<file path="config.mk">
export PLATFORM = sky130hd
export DESIGN_NAME = if_fetch_unit
export DESIGN_NICKNAME = d
export VERILOG_FILES = /design/src/rtl/if_fetch_unit.sv
export SDC_FILE = /design/constraint.sdc
export NUM_CORES = 1
export LEC_CHECK = 0
export ABC_AREA = 1
export CORE_ASPECT_RATIO = 0.75
export CORE_MARGIN = 4
export CORE_UTILIZATION = 52
export DETAILED_ROUTE_END_ITERATION = 10
export GPL_TIMING_DRIVEN = 0
export PLACE_DENSITY = 0.82
export SLEW_MARGIN = 0
export SYNTH_ARGS = -nofsm -noshare
export SYNTH_HDL_FRONTEND = slang
export SYNTH_SLANG_ARGS = --single-unit
</file>
<file path="constraint.sdc">
create_clock -name clk -period 10.4 [get_ports clk]
set_input_delay 2.08 -clock clk [delete_from_list [all_inputs] [get_ports clk]]
set_output_delay 2.08 -clock clk [all_outputs]
set_load 0.01 [all_outputs]
</file>
<file path="src/rtl/if_fetch_unit.sv">
`timescale 1ns/1ps
// if_fetch_unit
// Instruction-fetch stage that feeds the IF/ID pipeline latch. It holds the
// PC, runs a req/ack handshake with instruction memory, parks one returned
// word in a single-entry buffer while decode is stalled, and flushes
// in-flight fetches on a branch redirect.
//
// Ports:
//   clk, rst              rising-edge clock, asynchronous active-high reset
//   stall                 decode cannot accept; presented outputs hold
//   br_taken, br_target   one-cycle redirect request and its target PC
//   imem_addr, imem_req   fetch address (= pc) and request (held until ack)
//   imem_rdata, imem_ack  returned instruction word and response strobe
//   npc_out, instr_out    PC+PC_STEP and instruction presented to IF/ID
//   valid_out             npc_out/instr_out carry a real instruction
module if_fetch_unit #(
  parameter logic [31:0] RESET_PC = 32'h0000_0000,
  parameter logic [31:0] PC_STEP  = 32'd1,
  parameter logic [31:0] NOP      = 32'h0000_0000
) (
  input  logic        clk,
  input  logic        rst,
  input  logic        stall,
  input  logic        br_taken,
  input  logic [31:0] br_target,
  output logic [31:0] imem_addr,
  output logic        imem_req,
  input  logic [31:0] imem_rdata,
  input  logic        imem_ack,
  output logic [31:0] npc_out,
  output logic [31:0] instr_out,
  output logic        valid_out
);

  typedef enum logic [1:0] {
    S_START = 2'd0,
    S_REQ   = 2'd1,
    S_BUF   = 2'd2,
    S_FLUSH = 2'd3
  } state_t;

  state_t      state_p0;
  state_t      state_nxt;
  logic [31:0] pc_p0;
  logic [31:0] buf_npc_p0;
  logic [31:0] buf_instr_p0;
  logic [31:0] npc_p1;
  logic [31:0] instr_p1;
  logic        vld_p1;

  logic        redirect;
  logic        xfer;
  logic        present_mem;
  logic        present_buf;
  logic        bubble;
  logic        buf_wr;

  // PC arithmetic wraps modulo 2^32.
  function automatic logic [31:0] pc_add(input logic [31:0] pc);
    return pc + PC_STEP;
  endfunction

  // A redirect in S_START only retargets the PC; everywhere else it also
  // kills the presented word, the buffer and any simultaneous transfer.
  assign redirect  = br_taken && (state_p0 != S_START);
  assign xfer      = (state_p0 == S_REQ) && imem_ack;
  assign imem_addr = pc_p0;

  // State register
  always_ff @(posedge clk or posedge rst) begin
    if (rst) begin
      state_p0 <= S_START;
    end else begin
      state_p0 <= state_nxt;
    end
  end

  // Next-state logic
  always_comb begin
    state_nxt = state_p0;
    case (state_p0)
      S_START: state_nxt = S_REQ;
      S_REQ: begin
        if (redirect)          state_nxt = S_FLUSH;
        else if (xfer && stall) state_nxt = S_BUF;
      end
      S_BUF: begin
        if (redirect)    state_nxt = S_FLUSH;
        else if (!stall) state_nxt = S_REQ;
      end
      S_FLUSH: begin
        if (redirect) state_nxt = S_FLUSH;
        else          state_nxt = S_REQ;
      end
      default: state_nxt = S_START;
    endcase
  end

  // Output / datapath-control decode
  always_comb begin
    imem_req    = (state_p0 == S_REQ);
    present_mem = !redirect && xfer && !stall;
    present_buf = !redirect && (state_p0 == S_BUF) && !stall;
    bubble      = !redirect && (state_p0 == S_REQ) && !imem_ack && !stall;
    buf_wr      = !redirect && xfer && stall;
  end

  // ---- stage p0: PC ----
  always_ff @(posedge clk or posedge rst) begin
    if (rst) begin
      pc_p0 <= RESET_PC;
    end else if (br_taken) begin
      pc_p0 <= br_target;
    end else if (xfer) begin
      pc_p0 <= pc_add(pc_p0);
    end
  end

  // Buffer contents are meaningful only in S_BUF, so they need no reset.
  always_ff @(posedge clk) begin
    if (buf_wr) begin
      buf_npc_p0   <= pc_add(pc_p0);
      buf_instr_p0 <= imem_rdata;
    end
  end

  // ---- stage p1: IF/ID presentation ----
  // Every path that clears vld_p1 also forces NOP, keeping the
  // "invalid implies NOP" invariant by construction.
  always_ff @(posedge clk or posedge rst) begin
    if (rst) begin
      npc_p1   <= 32'h0;
      instr_p1 <= NOP;
      vld_p1   <= 1'b0;
    end else if (redirect) begin
      instr_p1 <= NOP;
      vld_p1   <= 1'b0;
    end else if (present_mem) begin
      npc_p1   <= pc_add(pc_p0);
      instr_p1 <= imem_rdata;
      vld_p1   <= 1'b1;
    end else if (present_buf) begin
      npc_p1   <= buf_npc_p0;
      instr_p1 <= buf_instr_p0;
      vld_p1   <= 1'b1;
    end else if (bubble) begin
      instr_p1 <= NOP;
      vld_p1   <= 1'b0;
    end
  end

  assign npc_out   = npc_p1;
  assign instr_out = instr_p1;
  assign valid_out = vld_p1;

endmodule

</file>
## Word-level counts from Yosys, hierarchy flattened

Index checks and enable logic that the tools add are counted.
Widths: inputs -> output; s select.

- Word-level logic and storage cells: 53
- Input port bits: 69
- Bits in registers: 163
- Output and inout bits: 98

- Bitwise operators: 1
- Equality and inequality tests: 5
- Reduce and logical (&&, ||, !) cells: 21
- Add/subtract/negate cells: 1
- Multiplexer cells: 18

Operator list:

| cell | number |
|---|---|
| $mux 32 | 8 |
| $add 32x1->32 const B | 1 |
| $logic_and 1x1->1 | 11 |
| $mux 2 | 5 |
| $pmux 2 s4 | 1 |
| $reduce_bool 2->1 | 3 |
| $eq 2x2->1 const B | 2 |
| $mux 1 | 4 |
| $reduce_and 2->1 | 2 |
| $reduce_bool 4->1 | 1 |
| $logic_not 1->1 | 3 |
| $ne 3x1->1 const B | 1 |
| $ne 3x3->1 const B | 1 |
| $eq 2x1->1 const B | 1 |
| $logic_not 2->1 | 1 |
| $not 1->1 | 1 |

## Depth between registers and ports, before layout

- Depth in word-level cells: 10
- Gate-level depth with buffers: 10
- Mapped depth without buffers: 10

## Worst setup path after synthesis

No wires, ideal clock.

- Kind: input to register
- Start: input port br_taken
- End: register buf_instr_p0[0], enable pin
- Cell stages on the path: 4
- Required time: 9913 ps
- Slack: 4722 ps
- Buffers on the path: 1
- Setup time: 487 ps
- Data arrival time: 5191 ps
- Cell sequence: buf_2 -> inv_1 -> nand3_4 -> nor2_1

- Longest elaborated chain between the ends: 4

Ends and longest elaborated chain:

| element | line | text |
|---|---|---|
| start, declared | 24 | `input logic br_taken,` |
| $logic_and 1x1->1 | 65 | `assign redirect = br_taken && (state_p0 != S_START);` |
| $logic_not 1->1 | 105 | `buf_wr = !redirect && xfer && stall;` |
| $logic_and 1x1->1 (2 in series) | 105 |  |
| net buf_wr | 56 | `logic buf_wr;` |
| end signal, assigned | 123 | `buf_instr_p0 <= imem_rdata;` |
| end, declared | 46 | `logic [31:0] buf_instr_p0;` |

The timed path passes the listed nets, and every way through them passes these cells.
A chain may end at the register's enable or synchronous reset.

## Worst setup path in the final report

- Start: input port stall
- End: register buf_instr_p0[1], enable pin

- Longest elaborated chain between the ends: 1

Ends and longest elaborated chain:

| element | line | text |
|---|---|---|
| start, declared | 23 | `input logic stall,` |
| $logic_and 1x1->1 | 105 |  |
| net buf_wr | 56 |  |

The timed path passes the listed nets, and every way through them passes these cells.

==> impl_results.md <==
- Outcome: complete, no violations
- Count leader, synth: nand2_1
- Post-CTS setup buffer count: 0
- Hold buffers post-CTS: 0
- Crit-path max FO: 32
- Num CTS Buffers: 17
- Combinational power share: 0.276
- Final wirelength: 21.4 mm
- Clk sinks: 163
- Initial antenna violation count: 0
- Post-CTS Resized: 0
- IR drop worst, VDD: 0.000154 V
- Reg2Reg Setup Slack: 8.29 ns
- Clk network pwr share: 0.311
- P_leak: 4.11 nW
- Synth-to-layout area growth: 34.7%
- Cells on worst reg2reg path: 10
- Vias in the first global route: 6402
- Antenna diode count: 0
- Worst Setup Path Type: input port to register
- Ports: 167
- CP Launch Type: input port
- Residual DRC: 0
- Total grt overflow: 0
- EDFF count, synth: 64
- Core ar.: 0.0139 sq mm
- Fillers: 1041
- Rows: 37
- Yosys reg bits: 163
- Clock latency on the worst-skew pair: 0.41 ns
- Setup Skew: 0.0110 ns
- Achievable Freq: 0.263 GHz
- Post-DP HPWL: 15.2 mm
- Yosys top cell area share: 0.330
- Die H: 112 um
- Max transition margin: 0.564
- # setup viols final: 0
- Synth cell types: 33
- RD Place Congestion: 0.977
- Initial Util: 0.539
- CTS tree: built
- Slowest-stage cell, CP: clkdlybuf4s50_1
- Min cycle time layout: 3.80 ns
- CP arrival: 3.90 ns
- Switching share of power: 0.313
- Synth top area cells: dfrtp_1, edfxtp_1, nand2_1, nand3_1, inv_1
- Synth Cell Area: 0.00751 sq mm
- Pwr Density: 213 mW/mm^2
- Root Buffer: clkbuf_16
- Net switching power: 0.675 mW
- DIE WIDTH: 147 um
- Tcrit/Tclk final: 0.365
- Post-Syn Nets: 908
- Average cell area after synthesis: 8.96 sq um
- Pint: 1.48 mW
- Worst slew pin tran: 0.654 ns
- Wire per inst: 17.4 um
- Layout cell share with drive strength beyond 1: 0.0694
- Worst path cell trace: clkdlybuf4s50_1 -> inv_2 -> clkbuf_1 -> nor2_4 -> buf_12
- Crit path to: buf_instr_p0[1]
- Seq/Total Area, Yosys: 0.586
- H-tree levels: 4
- Synth warn: 0
- Clk buf depth: 2
- Post-Synthesis Cells: 838
- Multi-input logic area: 0.00264 sq mm
- Critical path required time: 10.51 ns
- Crit path from: stall
- First-pass GRT wire length: 34.1 mm
- Reg-to-Reg Start: imem_addr[0]
- Via/cell ratio: 5.34
- Nets: 1095
- Post-route ant nets: 0
- Pwr Total: 2.16 mW
- Synth cell count leaders: nand2_1, dfrtp_1, nand3_1, inv_1, edfxtp_1
- Sequential power share: 0.413
- Pre-Repair DR Iteration Count: 5
- Reg area: 0.00440 sq mm
- Largest net degree at the start of global routing: 70
- R2R Path End: imem_addr[30]
- Final hold vios: 0
- CP peak stage delay: 0.62 ns
- DRT iter0 DRCs: 601
- Maxcap violations: 0
- Setup tns final: 0 ns
- Final Max Slew Viols: 0
- Worst setup EP type: register
- RSZ-0062 raised after global routing: false
- IO buf count: 165
- Synth Flop Type: dfrtp_1
- Synth area leader: dfrtp_1
- Finished Core Util: 0.725
- Async SR Flop Fraction: 0.607
- Hold Path Class: register to register
- Die area: 0.0164 sq mm
- Clk slew on worst S/H paths: 0.06 ns
- Via count: 6590
- Gr usage total: 0.262
cells in the final DEF, fill, tap and decap left out, drive strengths merged, types with 8 or more instances in the layout:
cell / count
xor2: 10
dfrtp: 99
o211ai: 39
buf: 23
edfxtp: 64
a21oi: 8
o21ai: 22
clkdlybuf4s50: 165
inv: 88
nand3: 85
nand2: 297
nor2: 60
o21a: 19
clkbuf: 31
cell type report:
class / instances / area share
Multi-Input combinational cell: 560 / 0.261
Sequential cell: 163 / 0.435
Inverter: 82 / 0.0307
Clock inverter: 14 / 0.0187
Clock buffer: 18 / 0.0435
Timing Repair Buffer: 168 / 0.170
Buffer: 33 / 0.0162
Tap cell: 195 / 0.0241
registers in the layout, indices dropped and copies added (netlist names):
| register | count |
|---|---|
| buf_npc_p0 | 32 |
| valid_out | 1 |
| npc_out | 32 |
| instr_out | 32 |
| state_p0 | 2 |
| imem_addr | 32 |
| buf_instr_p0 | 32 |
power by group through the flow:
stage | combinational [mW] | clock [mW] | sequential (mW)
2_1_floorplan | 0.224 | 0 | 0.932
6_report | 0.594 | 0.671 | 0.892
4_1_cts | 0.598 | 0.673 | 0.890
3_5_place_dp | 0.593 | 0 | 0.899
3_3_place_gp | 0.576 | 0 | 0.901
5_1_grt | 0.649 | 0.703 | 0.907
worst min path at each step:
stage	endpoint	cells past startpoint	startpoint
6_report	npc_out[12]	2	npc_out[12]
5_1_grt	npc_out[12]	2	npc_out[12]
3_3_place_gp	npc_out[12]	2	npc_out[12]
3_5_place_dp	npc_out[15]	2	npc_out[15]
4_1_cts	npc_out[15]	2	npc_out[15]
2_1_floorplan	instr_out[31]	2	buf_instr_p0[31]
worst max-delay path: cells and delay by family:
family                 cells  cell delay, ns
buffers and inverters      4            1.35
AND/OR/NAND/NOR            1            0.45
routing by layer:
| metal | GRT usage | vias up | share of wire |
|---|---|---|---|
| met2 | 0.392 | 317 | 0.44 |
| li1 | - | 3127 | - |
| met1 | 0.386 | 3118 | 0.45 |
| met4 | 0.0526 | 0 | 0.014 |
| met3 | 0.0738 | 28 | 0.093 |
| met5 | 0 | - | 0 |
through the flow:
| step | setup slack (ns) | instance area [sq um] | hold WS, ns | instances |
|---|---|---|---|---|
| after detailed placement | 6.18 | 9480 | 0.464 | 1201 |
| after floorplan | 4.72 | 7510 | 0.476 | 838 |
| after CTS | 6.60 | 10100 | 0.482 | 1233 |
| after global placement | 2.51 | 9400 | 0.465 | 1198 |
| final | 6.60 | 10100 | 0.480 | 1233 |
| after global routing | 6.48 | 10100 | 0.493 | 1233 |
cell families after synthesis:
| kind of cell | after synthesis | synth area share |
|---|---|---|
| compound gates | 97 | 0.0868 |
| flops | 163 | 0.586 |
| fa+ha+maj | 1 | 0.00167 |
| xor+xnor | 11 | 0.0128 |
| simple gates | 451 | 0.250 |
| buf+inv | 115 | 0.0628 |
No activity file was read; power rests on OpenSTA's default activity.
